--- config.mk ---
export PLATFORM = sky130hd
export DESIGN_NAME = fpu_issue_ctrl
export DESIGN_NICKNAME = d
export VERILOG_FILES = /design/src/rtl/fpu_issue_ctrl.sv
export SDC_FILE = /design/constraint.sdc
export NUM_CORES = 1
export LEC_CHECK = 0
export ABC_AREA = 1
export BUFFER_PORTS_ARGS = -buffer_cell sky130_fd_sc_hd__buf_2
export CAP_MARGIN = 20
export CORE_MARGIN = 3
export CORE_UTILIZATION = 45
export DETAILED_ROUTE_END_ITERATION = 6
export GPL_TIMING_DRIVEN = 0
export PLACE_DENSITY = 0.71
export RECOVER_POWER = 50
export SYNTH_ARGS = -nofsm -noshare
export SYNTH_HDL_FRONTEND = slang
export SYNTH_SLANG_ARGS = --single-unit
--- constraint.sdc ---
create_clock -name clk -period 3.3 [get_ports clk]
set_input_delay 0.165 -clock clk [delete_from_list [all_inputs] [get_ports clk]]
set_output_delay 0.165 -clock clk [all_outputs]
set_load 0.005 [all_outputs]
--- src/rtl/fpu_issue_ctrl.sv ---
// Issue sequencer for multi-cycle FPU ops: counts op latency, stalls IF/ID on busy/RAW/WAW
// hazards against the in-flight destination, and pulses writeback when the result is ready.
module fpu_issue_ctrl #(
  parameter int unsigned LAT_ADD  = 2,
  parameter int unsigned LAT_MUL  = 4,
  parameter int unsigned LAT_DIV  = 16,
  parameter int unsigned LAT_MISC = 1
) (
  input  logic       clk,
  input  logic       rst_n,
  input  logic       IssueValid,
  input  logic       IssueFPU,
  input  logic [0:2] FPUOp,
  input  logic [0:4] DestReg,
  input  logic       DestFP,
  input  logic       DestWE,
  input  logic [0:4] Src1Reg,
  input  logic       Src1FP,
  input  logic [0:4] Src2Reg,
  input  logic       Src2FP,
  input  logic       Flush,
  output logic       Stall,
  output logic       FPUStart,
  output logic       FPUBusy,
  output logic       WBValid,
  output logic [0:4] WBReg,
  output logic       WBFP
);

  typedef enum logic [1:0] {IDLE = 2'd0, BUSY = 2'd1, DONE = 2'd2} state_e;

  state_e     state_q, state_d;
  logic [4:0] cnt_q, cnt_d;
  logic [0:4] pend_reg_q, pend_reg_d;
  logic       pend_fp_q, pend_fp_d;
  logic       pend_we_q, pend_we_d;

  logic [4:0] lat;
  logic       pend_live, raw_haz, waw_haz, busy_haz, accept;

  always_comb begin
    lat = 5'(LAT_MISC);
    case (FPUOp)
      3'b000, 3'b001, 3'b010, 3'b011: lat = 5'(LAT_ADD);
      3'b100:                         lat = 5'(LAT_MUL);
      3'b101:                         lat = 5'(LAT_DIV);
      default:                        lat = 5'(LAT_MISC);
    endcase
  end

  // GPR R0 is hardwired zero, so a pending write to it can never create a dependency.
  assign pend_live = (state_q == BUSY) & pend_we_q & ~((pend_reg_q == 5'd0) & ~pend_fp_q);
  assign raw_haz   = pend_live & (((Src1Reg == pend_reg_q) & (Src1FP == pend_fp_q)) |
                                  ((Src2Reg == pend_reg_q) & (Src2FP == pend_fp_q)));
  assign waw_haz   = pend_live & DestWE & (DestReg == pend_reg_q) & (DestFP == pend_fp_q);
  assign busy_haz  = IssueFPU & (state_q == BUSY);
  assign Stall     = IssueValid & ~Flush & (busy_haz | raw_haz | waw_haz);
  assign accept    = IssueValid & IssueFPU & ~Flush & ~Stall & (state_q != BUSY);

  always_ff @(posedge clk or negedge rst_n) begin
    if (!rst_n) begin
      state_q    <= IDLE;
      cnt_q      <= 5'd0;
      pend_reg_q <= 5'd0;
      pend_fp_q  <= 1'b0;
      pend_we_q  <= 1'b0;
    end else begin
      state_q    <= state_d;
      cnt_q      <= cnt_d;
      pend_reg_q <= pend_reg_d;
      pend_fp_q  <= pend_fp_d;
      pend_we_q  <= pend_we_d;
    end
  end

  always_comb begin
    state_d    = state_q;
    cnt_d      = cnt_q;
    pend_reg_d = pend_reg_q;
    pend_fp_d  = pend_fp_q;
    pend_we_d  = pend_we_q;
    case (state_q)
      IDLE, DONE: begin
        if (accept) begin
          state_d    = (lat == 5'd1) ? DONE : BUSY;
          cnt_d      = lat - 5'd1;
          pend_reg_d = DestReg;
          pend_fp_d  = DestFP;
          pend_we_d  = DestWE;
        end else begin
          state_d = IDLE;
        end
      end
      BUSY: begin
        cnt_d = cnt_q - 5'd1;
        if (cnt_q == 5'd1) state_d = DONE;
      end
      default: state_d = IDLE;
    endcase
  end

  always_comb begin
    FPUStart = accept;
    FPUBusy  = (state_q == BUSY) | (state_q == DONE);
    WBValid  = (state_q == DONE) & pend_we_q;
    WBReg    = (state_q == DONE) ? pend_reg_q : 5'd0;
    WBFP     = (state_q == DONE) & pend_fp_q;
  end

endmodule

==> summary.md <==
| Metric | Value |
|---|---|
| Status | finished clean |
| Syn nets | 239 |
| GRT Total Usage | 0.154 |
| Post_cts resized | 0 |
| Max Slew Vio Count | 0 |
| Ant. Diodes | 0 |
| Clock tree buffer depth | 2 |
| Netlist cell types | 25 |
| Die height | 59.5 microns |
| DRC Markers | 0 |
| Hpwl dp | 2170 microns |
| Clock Skew | 0.00797 ns |
| Worst VDD drop | 270 uV |
| Relative slew slack | 0.460 |
| Largest net degree at the start of global routing | 15 |
| ANT nets after route | 0 |
| Syn Inst Count | 205 |
| Fill cell count | 276 |
| Initial core utilization | 0.497 |
| Worst-Margin Slew | 0.810 ns |
| Clock Sinks | 14 |
| Total gr overflow | 0 |
| WL/cell | 9.93 microns |
| Final Hold Violating Endpoints | 0 |
| Initial antenna violation count | 0 |
| Period Utilization, post-route | 0.709 |
| Placed Instances | 271 |
| Met2 wire len | 1240 microns |
| FF+latch count, synth | 14 |
| Most frequent cells in the layout | 74 x nand2_1, 36 x inv_1, 35 x buf_2, 20 x nor2_1, 14 x dfrtp_1 |
| Worst setup SP type | flop |
| Max_cap viols | 0 |
| Clk_lat worst skew | 0.28 ns |
| Num CTS Buffers | 3 |
| Pleak | 0.948 nW |
| Worst path required time | 3.45 ns |
| Cell Rows | 18 |
| RSZ-0062 raised after global routing | false |
| Sequential share of the synthesized area | 0.272 |
| CP Data Arrival Time | 2.49 ns |
| Fmax | 427 MHz |
| Setup TNS Final | 0 ns |
| H-tree levels | 1 |
| Core area | 2590 sq um |
| Metal3 WL | 159 microns |
| IO Pins | 37 |
| Via Count | 1287 |
| Layout cells sized above 1 | 0.220 |
| Vias per cell | 4.68 |
| RePlAce Congestion | 0.788 |
| Hold WC Path Type | primary input to flop |
| PortBufs | 36 |
| Path depth of the worst reg2reg path | 10 |
| CTS tree | done |
| Routed WL | 2730 microns |
| Setup violations, final | 0 |
| Clock Pin Slew Worst Setup and Hold Paths | 0.09 ns |
| M1 WL | 1300 microns |
| Die area | 3540 sq um |
| Post-Syn Area | 1290 sq um |
| Synthesized area per cell | 6.27 sq um |
| Yosys Warn Count | 0 |
| Commonest non-fill, non-tap cell in the layout | nand2_1 |
| Root Buffer | clkbuf_4 |
| Top sig layer | met4 |
| WHS Path Cells | 3 |
| CP Capture Type | flop |
| Final std cells w/o fill | 275 |
| PD cells | 372 nW/um^2 |
| Initial drt markers | 51 |
| Die Span X | 59.5 microns |
| Layout Nets | 281 |
| Area grow syn2layout | 16.8% |
| Worst Path Max Fanout | 10 |
| Vias in the first global route | 1049 |
| Drt pass-1 iters | 4 |
| Min Clock Period, post-route | 2.34 ns |
| First-pass GRT wire length | 4200 microns |
| Setup CP Type | flop to flop |
-- layout make-up --
class | instances | area (sq um) | share of cell area
tap | 30 | 37.5 | 0.0250
sequential | 14 | 350 | 0.233
clock buffer | 3 | 22.5 | 0.0150
buffer | 4 | 22.5 | 0.0150
inverter | 41 | 155 | 0.103
multi-input combinational | 146 | 726 | 0.483
timing repair buffer | 37 | 189 | 0.126
-- where the power goes --
part	internal (mW)	switching [mW]	total [mW]
Sequential	0.206	0.0441	0.250
Clock	0.0423	0.0533	0.0956
Combinational	0.0889	0.124	0.213
Total	0.337	0.221	0.559
-- routing by layer --
layer | up-vias | global-route usage
met5 | - | 0
met1 | 555 | 0.199
li1 | 700 | -
met4 | 0 | 0.0485
met3 | 4 | 0.0240
met2 | 28 | 0.261
-- state kept, by name, indices dropped and copies added, names as in the netlist --
signal / flops
pend_we_q: 1
state_q: 2
pend_reg_q: 5
pend_fp_q: 1
cnt_q: 5
-- worst max-delay path: stages (launching register included) --
cell and delay [ns]:
dfrtp_1 0.40, inv_1 0.13, ha_1 0.16, clkbuf_1 0.33
clkinvlp_2 0.30, and3_1 0.31, nand2_4 0.09, nand2_4 0.04
clkbuf_1 0.24, nand2_1 0.13, o21ai_1 0.06
-- kinds of logic after synthesis --
| kind of cell | Yosys count | share of synthesized area |
|---|---|---|
| DFF | 14 | 0.272 |
| AOI/OAI and AO/OA | 27 | 0.120 |
| and+or+nand+nor | 109 | 0.360 |
| buffers and inverters | 45 | 0.160 |
| xor gates and xnor gates | 3 | 0.0204 |
| adders and majority gates | 7 | 0.0681 |
-- worst paths after layout --
path,start,to,slack [ns]
max,state_q[1],cnt_q[3],0.96
min,DestReg[0],pend_reg_q[0],0.15
max reg2reg,state_q[1],cnt_q[3],0.96
min reg2reg,pend_we_q,pend_we_q,0.53
max in group asynchronous,rst_n,cnt_q[3],2.31
min in group asynchronous,rst_n,cnt_q[4],0.48
-- per-stage QoR --
| step | setup WS [ns] | total power [mW] | utilization | hold slack (ns) | cell area, sq um |
|---|---|---|---|---|---|
| finish | 0.960 | 0.559 | 0.580 | 0.150 | 1500 |
| global route | 0.675 | 0.610 | 0.580 | 0.143 | 1500 |
| detailed placement | 1.55 | 0.473 | 0.581 | 0.0881 | 1500 |
| global placement | 1.55 | 0.469 | 0.581 | 0.0850 | 1500 |
| CTS | 1.36 | 0.572 | 0.593 | 0.144 | 1540 |
| floorplan | 1.82 | 0.407 | - | -0.131 | 1290 |
-- synthesized netlist by cell type --
cell,number,area [sq um]
a21oi_1,3,15.0
a21oi_2,3,26.3
and3_4,1,11.3
buf_12,1,20.0
buf_6,2,22.5
clkbuf_1,1,3.75
dfrtp_1,14,350
ha_1,7,87.6
inv_1,36,135
inv_2,4,15.0
inv_6,1,8.76
nand2_1,74,278
nand2_4,3,33.8
nand3_1,8,40.0
nand3_2,1,10.0
nor2_1,20,75.1
nor2_2,1,6.26
o211ai_1,1,7.51
o21ai_0,9,45.0
o21ai_1,9,45.0
o21ai_2,1,8.76
o22ai_1,1,6.26
or2_4,1,8.76
xnor2_1,1,8.76
xor2_1,2,17.5
-- timing repair --
item | CTS | global route
hold endpoints to repair | 14 | 0
hold buffers | 1 | 0
setup buffers | 0 | 0
(Power assumes the default switching activity.)
